## config.mk

```make
export PLATFORM = sky130hd
export DESIGN_NAME = calc_display_driver_flat
export DESIGN_NICKNAME = d
export VERILOG_FILES = /design/src/rtl/calc_display_driver_pkg.sv /design/src/rtl/calc_display_driver_if.sv /design/src/rtl/calc_display_driver_seg7_decode.sv /design/src/rtl/calc_display_driver.sv /design/src/flat_wrapper.sv
export SDC_FILE = /design/constraint.sdc
export NUM_CORES = 1
export LEC_CHECK = 0
export ABC_CLOCK_PERIOD_IN_PS = 4500
export BUFFER_PORTS_ARGS = -buffer_cell sky130_fd_sc_hd__buf_4
export CAP_MARGIN = 30
export CELL_PAD_IN_SITES_DETAIL_PLACEMENT = 0
export CELL_PAD_IN_SITES_GLOBAL_PLACEMENT = 1
export CORE_MARGIN = 2
export CORE_UTILIZATION = 37
export CTS_BUF_LIST = sky130_fd_sc_hd__clkbuf_2 sky130_fd_sc_hd__clkbuf_4 sky130_fd_sc_hd__clkbuf_8
export CTS_CLUSTER_SIZE = 40
export DETAILED_ROUTE_END_ITERATION = 10
export GPL_TIMING_DRIVEN = 0
export PLACE_DENSITY_LB_ADDON = 0.12
export SLEW_MARGIN = 40
export SYNTH_ARGS = -nofsm -noshare
export SYNTH_HDL_FRONTEND = slang
export SYNTH_SLANG_ARGS = --single-unit
```

## constraint.sdc

```tcl
create_clock -name clock -period 4.5 [get_ports clock]
set_input_delay 0.225 -clock clock [delete_from_list [all_inputs] [get_ports clock]]
set_output_delay 0.225 -clock clock [all_outputs]
set_load 0.01 [all_outputs]
```

## src/rtl/calc_display_driver_pkg.sv

```systemverilog
// Shared types and constants for the calculator display path.
// Digit codes, status encoding and the non-numeric segment patterns live here.
package calc_pkg;

   typedef enum logic [1:0] {
      ST_IDLE = 2'b00,
      ST_BUSY = 2'b01,
      ST_ERR  = 2'b10,
      ST_RSVD = 2'b11
   } status_t;

   localparam int unsigned NUM_DIGITS_DEF = 8;

   localparam logic [3:0] DIG_MAX   = 4'h9;
   localparam logic [3:0] DIG_MINUS = 4'hA;
   localparam logic [3:0] DIG_BLANK = 4'hF;

   // gfedcba, active-low
   localparam logic [6:0] SEG_E    = 7'h06;
   localparam logic [6:0] SEG_R    = 7'h2F;
   localparam logic [6:0] SEG_DASH = 7'h3F;
   localparam logic [6:0] SEG_OFF  = 7'h7F;

   // A code holds a visible symbol that must not be blanked away as a leading zero.
   function automatic logic is_significant(input logic [3:0] code);
      return (code != 4'h0) && (code <= DIG_MINUS);
   endfunction

endpackage

```

## src/rtl/calc_display_driver_if.sv

```systemverilog
// Digit stream from the calculator core plus the multiplexed display pins.
// master = core/board side, slave = display driver.
interface calc_display_driver_if
   import calc_pkg::*;
#(
   parameter int NUM_DIGITS = 8
);
   logic                  wr_en;
   logic [3:0]            digit_in;
   logic [2:0]            pos_in;
   logic                  clr;
   status_t               status_in;
   logic [6:0]            seg_n;
   logic                  dp_n;
   logic [NUM_DIGITS-1:0] an_n;

   modport master (
      output wr_en, digit_in, pos_in, clr, status_in,
      input  seg_n, dp_n, an_n
   );

   modport slave (
      input  wr_en, digit_in, pos_in, clr, status_in,
      output seg_n, dp_n, an_n
   );
endinterface

```

## src/rtl/calc_display_driver_seg7_decode.sv

```systemverilog
// Digit code to active-low gfedcba segment pattern; codes B-F render blank.
module seg7_decode
   import calc_pkg::*;
(
   input  logic [3:0] code,
   output logic [6:0] seg
);
   always_comb begin
      seg = SEG_OFF;
      case (code)
         4'h0:      seg = 7'h40;
         4'h1:      seg = 7'h79;
         4'h2:      seg = 7'h24;
         4'h3:      seg = 7'h30;
         4'h4:      seg = 7'h19;
         4'h5:      seg = 7'h12;
         4'h6:      seg = 7'h02;
         4'h7:      seg = 7'h78;
         4'h8:      seg = 7'h00;
         4'h9:      seg = 7'h10;
         DIG_MINUS: seg = SEG_DASH;
         default:   seg = SEG_OFF;
      endcase
   end
endmodule

```

## src/rtl/calc_display_driver.sv

```systemverilog
// Captures the core's digit stream into an 8-entry buffer and scans it onto
// common-anode 7-segment displays with leading-zero blanking and an "Err" override.
module calc_display_driver
   import calc_pkg::*;
#(
   parameter int REFRESH_DIV = 50000,
   parameter int NUM_DIGITS  = 8
)(
   input  logic                 clock,
   input  logic                 reset,
   calc_display_driver_if.slave bus
);
   localparam int CNT_W = (REFRESH_DIV > 2) ? $clog2(REFRESH_DIV) : 1;

   logic [NUM_DIGITS-1:0][3:0] dbuf_q;
   logic [CNT_W-1:0]           pre_q;
   logic                       tick;
   logic [2:0]                 idx_q;
   logic [2:0]                 msd;
   logic [3:0]                 sel_code;
   logic [6:0]                 dec_seg;
   logic [6:0]                 seg_d, seg_q;
   logic [NUM_DIGITS-1:0]      an_d, an_q, an_sel;
   logic                       err;

   // Display buffer; clear wins over a same-cycle write.
   always_ff @(posedge clock or posedge reset) begin
      if (reset)
         dbuf_q <= '0;
      else if (bus.clr)
         dbuf_q <= '0;
      else if (bus.wr_en)
         dbuf_q[bus.pos_in] <= bus.digit_in;
   end

   assign tick = (pre_q == CNT_W'(REFRESH_DIV - 1));

   always_ff @(posedge clock or posedge reset) begin
      if (reset)
         pre_q <= '0;
      else if (tick)
         pre_q <= '0;
      else
         pre_q <= pre_q + 1'b1;
   end

   // idx_q names the slot loaded at the coming tick, so slot 0 is first after reset.
   always_ff @(posedge clock or posedge reset) begin
      if (reset)
         idx_q <= '0;
      else if (tick)
         idx_q <= idx_q + 3'd1;
   end

   always_comb begin
      msd = '0;
      for (int i = 1; i < NUM_DIGITS; i++)
         if (is_significant(dbuf_q[i]))
            msd = 3'(i);
   end

   assign sel_code = dbuf_q[idx_q];
   assign an_sel   = ~(NUM_DIGITS'(1) << idx_q);
   assign err      = (bus.status_in == ST_ERR);

   seg7_decode u_dec (
      .code (sel_code),
      .seg  (dec_seg)
   );

   always_comb begin
      seg_d = SEG_OFF;
      an_d  = '1;
      if (err) begin
         if (idx_q == 3'd2) begin
            seg_d = SEG_E;
            an_d  = an_sel;
         end else if (idx_q < 3'd2) begin
            seg_d = SEG_R;
            an_d  = an_sel;
         end
      end else if (idx_q <= msd) begin
         seg_d = dec_seg;
         an_d  = an_sel;
      end
   end

   // Registered pins so the anode/segment pair changes together, glitch-free.
   always_ff @(posedge clock or posedge reset) begin
      if (reset) begin
         seg_q <= SEG_OFF;
         an_q  <= '1;
      end else if (tick) begin
         seg_q <= seg_d;
         an_q  <= an_d;
      end
   end

   assign bus.seg_n = seg_q;
   assign bus.an_n  = an_q;
   assign bus.dp_n  = 1'b1;

endmodule

```

## src/flat_wrapper.sv

```systemverilog
// flat-port wrapper written by rule: the top's interface ports become plain ports
module calc_display_driver_flat import calc_pkg::*;
#(
   parameter int REFRESH_DIV = 50000,
   parameter int NUM_DIGITS  = 8
)
  (clock, reset, bus_wr_en, bus_digit_in, bus_pos_in, bus_clr, bus_status_in, bus_seg_n, bus_dp_n, bus_an_n);
  calc_display_driver_if #(.NUM_DIGITS(NUM_DIGITS)) bus_i ();
  input  logic clock;
  input  logic reset;
  input wire logic [$bits(bus_i.wr_en)-1:0] bus_wr_en;
  input wire logic [$bits(bus_i.digit_in)-1:0] bus_digit_in;
  input wire logic [$bits(bus_i.pos_in)-1:0] bus_pos_in;
  input wire logic [$bits(bus_i.clr)-1:0] bus_clr;
  input wire logic [$bits(bus_i.status_in)-1:0] bus_status_in;
  output wire logic [$bits(bus_i.seg_n)-1:0] bus_seg_n;
  output wire logic [$bits(bus_i.dp_n)-1:0] bus_dp_n;
  output wire logic [$bits(bus_i.an_n)-1:0] bus_an_n;
  assign bus_i.wr_en = bus_wr_en;
  assign bus_i.digit_in = bus_digit_in;
  assign bus_i.pos_in = bus_pos_in;
  assign bus_i.clr = bus_clr;
  assign bus_i.status_in = bus_status_in;
  assign bus_seg_n = bus_i.seg_n;
  assign bus_dp_n = bus_i.dp_n;
  assign bus_an_n = bus_i.an_n;
  calc_display_driver #(.REFRESH_DIV(REFRESH_DIV), .NUM_DIGITS(NUM_DIGITS)) u_core (.clock(clock), .reset(reset), .bus(bus_i));
endmodule
```

==> results.sh <==
export IMPL_outcome="complete, no violations"
export IMPL_ys_async_sr_fraction_pct=100
export IMPL_crit_type="reg2reg"
export IMPL_place_inst=506
export IMPL_rr_worst_depth=10
export IMPL_place_area_um2=4030
export IMPL_nNetsFinal=413
export IMPL_cap_violations=0
export IMPL_tritoncts="built"
export IMPL_syn_area_per_cell_um2=10.4
export IMPL_hold_buffers=1
export IMPL_start_util_pct=37.9
export IMPL_postSynthCellCount=352
export IMPL_drc=0
export IMPL_max_freq_mhz=322
export IMPL_cts_sinks=66
export IMPL_finalClockSkew_ns=0.0118
export IMPL_track_usage_pct=16.1
export IMPL_design_core_area_um2=9680
export IMPL_cp_max_fo=10
export IMPL_leakagePower_nw=1.95
export IMPL_clk_pin_slew_ns=0.08
export IMPL_slew_viol_final=0
export IMPL_chipHeight_um=104
export IMPL_peakVddDrop_uv=125
export IMPL_fin_cells=523
export IMPL_finalCritPeriodShare_pct=68.9
export IMPL_whs_path_depth=2
export IMPL_die_w_um=104
export IMPL_grt_pass1_vias=2606
export IMPL_syn_nets=380
export IMPL_setup_violations=0
export IMPL_diodes=0
export IMPL_route_vias_total=2642
export IMPL_required_ns=4.78
export IMPL_post_drt_wl_per_cell_um=15.5
export IMPL_htree_levels=3
export IMPL_grt_max_degree=44
export IMPL_rows=36
export IMPL_p_per_area_nw_per_um2=303
export IMPL_gp_congestion=0.785
export IMPL_ctsResizeCount=0
export IMPL_finalSetupTns_ns=0
export IMPL_ys_ff_latch=66
export IMPL_finalInstanceArea_um2=4260
export IMPL_hpwlAfterDp_mm=5.86
export IMPL_rsz0062_at_grt="no"
export IMPL_area_growth_pct=16.1
export IMPL_ant_nets=0
export IMPL_post_drt_via_cell_ratio=5.05
export IMPL_clk_path_buf_depth=2
export IMPL_clk_latency_ns=0.35
export IMPL_numCtsBuffers=9
export IMPL_yosysUniqueCellTypes=50
export IMPL_maxSlewHeadroom_pct=49.8
export IMPL_cp_arrival_ns=3.38
export IMPL_min_path_type="in2reg"
export IMPL_io_pins=29
export IMPL_grt_pass1_wl_mm=13.8
export IMPL_dr_pass1_iters=4
export IMPL_fillers=955
export IMPL_grt_overflow=0
export IMPL_synth_edff_count=0
export IMPL_pre_cts_ws_ns=1.39
export IMPL_die_area_um2=10700
export IMPL_drtIter0Drc=77
export IMPL_final_hold_viol_count=0
export IMPL_end_kind="register"
export IMPL_postCtsSetupBuffers=0
export IMPL_critPathLaunchType="register"
export IMPL_wl_mm=8.08
export IMPL_min_period_ns=3.10
export IMPL_tightestPinTransition_ns=0.747
export IMPL_seq_area_frac_synth_pct=45.5
export IMPL_port_buffers=20
export IMPL_layout_drive_gt1_share_pct=19.5
export IMPL_synth_area_um2=3670
export IMPL_yosysWarnings=0
export IMPL_ys_flop_type="dfrtp_1"
export IMPL_p_total_mw=1.29
export IMPL_fin_ws_ns=1.40
export IMPL_antenna_found_initial=0
export IMPL_clock_root_buffer="clkbuf_8"
==> layer usage <==
layer,share of wire [%],vias up,routed length (um),GRT usage (%)
met4,1.9,0,152,6.66
li1,-,1303,-,-
met2,45,48,3640,24.9
met5,0,-,0,0
met3,3.3,13,265,2.77
met1,50,1278,4020,22.3
==> cells by family (layout without fill, tap and decap cells) <==
logic type	after synthesis	in the layout	share of synthesized area (%)
AND/OR/NAND/NOR	131	131	18.0
flip-flops	66	66	45.5
AO/OA/AOI/OAI	46	46	7.88
multiplexers	45	45	15.7
buffers and inverters	32	70	3.79
XOR/XNOR	16	16	3.82
adder cells (fa/ha/maj)	15	15	5.12
other	1	1	0.102
==> worst max-delay path, stage by stage (launching register included) <==
cell     delay [ns]
dfrtp_1        0.41
or4_1          0.51
o21ai_0        0.13
o21ai_0        0.22
a31oi_1        0.22
ha_1           0.27
nor2b_1        0.13
o21ai_0        0.26
a31oi_2        0.27
or3_1          0.41
a22o_1         0.20
==> final cells by class <==
cell class                 instances  area (um2)  area share, %
buffer                            18        86.3           2.03
clock buffer                      11         145           3.41
clock inverter                     5        77.6           1.82
inverter                          14        57.6           1.35
multi-input combinational        254        1870           43.9
sequential                        66        1670           39.2
tap                              133         166           3.91
timing repair buffer              22         188           4.41
==> state kept, by name, indices dropped and copies added, names as in the netlist <==
signal	cells
u_core.bus.an_n	8
u_core.bus.seg_n	7
u_core.dbuf_q	32
u_core.idx_q	3
u_core.pre_q	16
==> cell usage in the layout (no fill, tap or decap), types with 4 or more instances in the layout <==
cell type  synthesis  routed
nor2_1            64      64
dfrtp_1           51      51
mux2i_1           34      34
buf_4              1      21
a21oi_1           16      16
clkbuf_1          15      15
ha_1              15      15
dfstp_2           15      15
nand2_1           12      12
inv_1             13      12
clkbuf_8           0      10
o21ai_0            9       9
nand3_1            9       9
xor2_1             9       9
a31oi_1            8       8
nor3_1             7       7
xnor2_1            7       7
mux4_2             6       6
and3_1             5       5
nor3b_1            6       4
==> where the power goes <==
group / switching, mW / total (mW) / internal, mW
combinational: 0.0732 / 0.119 / 0.0462
sequential: 0.00638 / 0.606 / 0.599
clock: 0.232 / 0.564 / 0.331
==> per-stage QoR <==
step / utilization (%) / hold WS [ns]
after floorplan: - / 0.291
after global placement: 41.1 / 0.426
after detailed placement: 41.6 / 0.190
after CTS: 44.0 / 0.0480
after global routing: 44.0 / 0.0620
final: 44.0 / 0.0583
==> path summary, 6_finish.rpt <==
path | start | to | slack, ns
worst max-delay path | u_core.dbuf_q[15]$_DFFE_PP0P_ | u_core.bus.seg_n[0]$_DFFE_PP1N_ | 1.40
worst min-delay path | bus_clr | u_core.dbuf_q[29]$_DFFE_PP0P_ | 0.06
max in group asynchronous | reset | u_core.bus.an_n[3]$_DFFE_PP1N_ | 3.57
min in group asynchronous | reset | u_core.pre_q[11]$_DFF_PP0_ | 0.37
worst min register to register | u_core.pre_q[0]$_DFF_PP0_ | u_core.pre_q[0]$_DFF_PP0_ | 0.46
worst max register to register | u_core.dbuf_q[15]$_DFFE_PP0P_ | u_core.bus.seg_n[0]$_DFFE_PP1N_ | 1.40
==> cell usage after synthesis (2+ instances only) <==
cell type / number / area share (%)
or3_1: 2 / 0.34
a22o_1: 2 / 0.48
nand4_1: 2 / 0.34
nor2_1: 64 / 6.6
or4_1: 3 / 0.61
nand3_1: 9 / 1.2
dfstp_2: 15 / 11
nor4_1: 3 / 0.51
o21ai_0: 9 / 1.2
mux4_1: 2 / 1.4
and4_1: 2 / 0.48
clkbuf_1: 15 / 1.5
nor3b_1: 6 / 1.2
inv_1: 13 / 1.3
nor4b_1: 2 / 0.48
mux4_2: 6 / 3.7
buf_6: 2 / 0.61
nand2_1: 12 / 1.2
xnor2_1: 7 / 1.7
nand4b_1: 3 / 0.72
a31oi_1: 8 / 1.4
a21o_1: 3 / 0.61
nor3_1: 7 / 0.96
a211oi_1: 3 / 0.61
a21oi_1: 16 / 2.2
xor2_1: 9 / 2.1
ha_1: 15 / 5.1
and3_1: 5 / 0.85
dfrtp_1: 51 / 35
nor2b_1: 3 / 0.51
mux2i_1: 34 / 9.3
No activity file was read; power rests on OpenSTA's default activity.
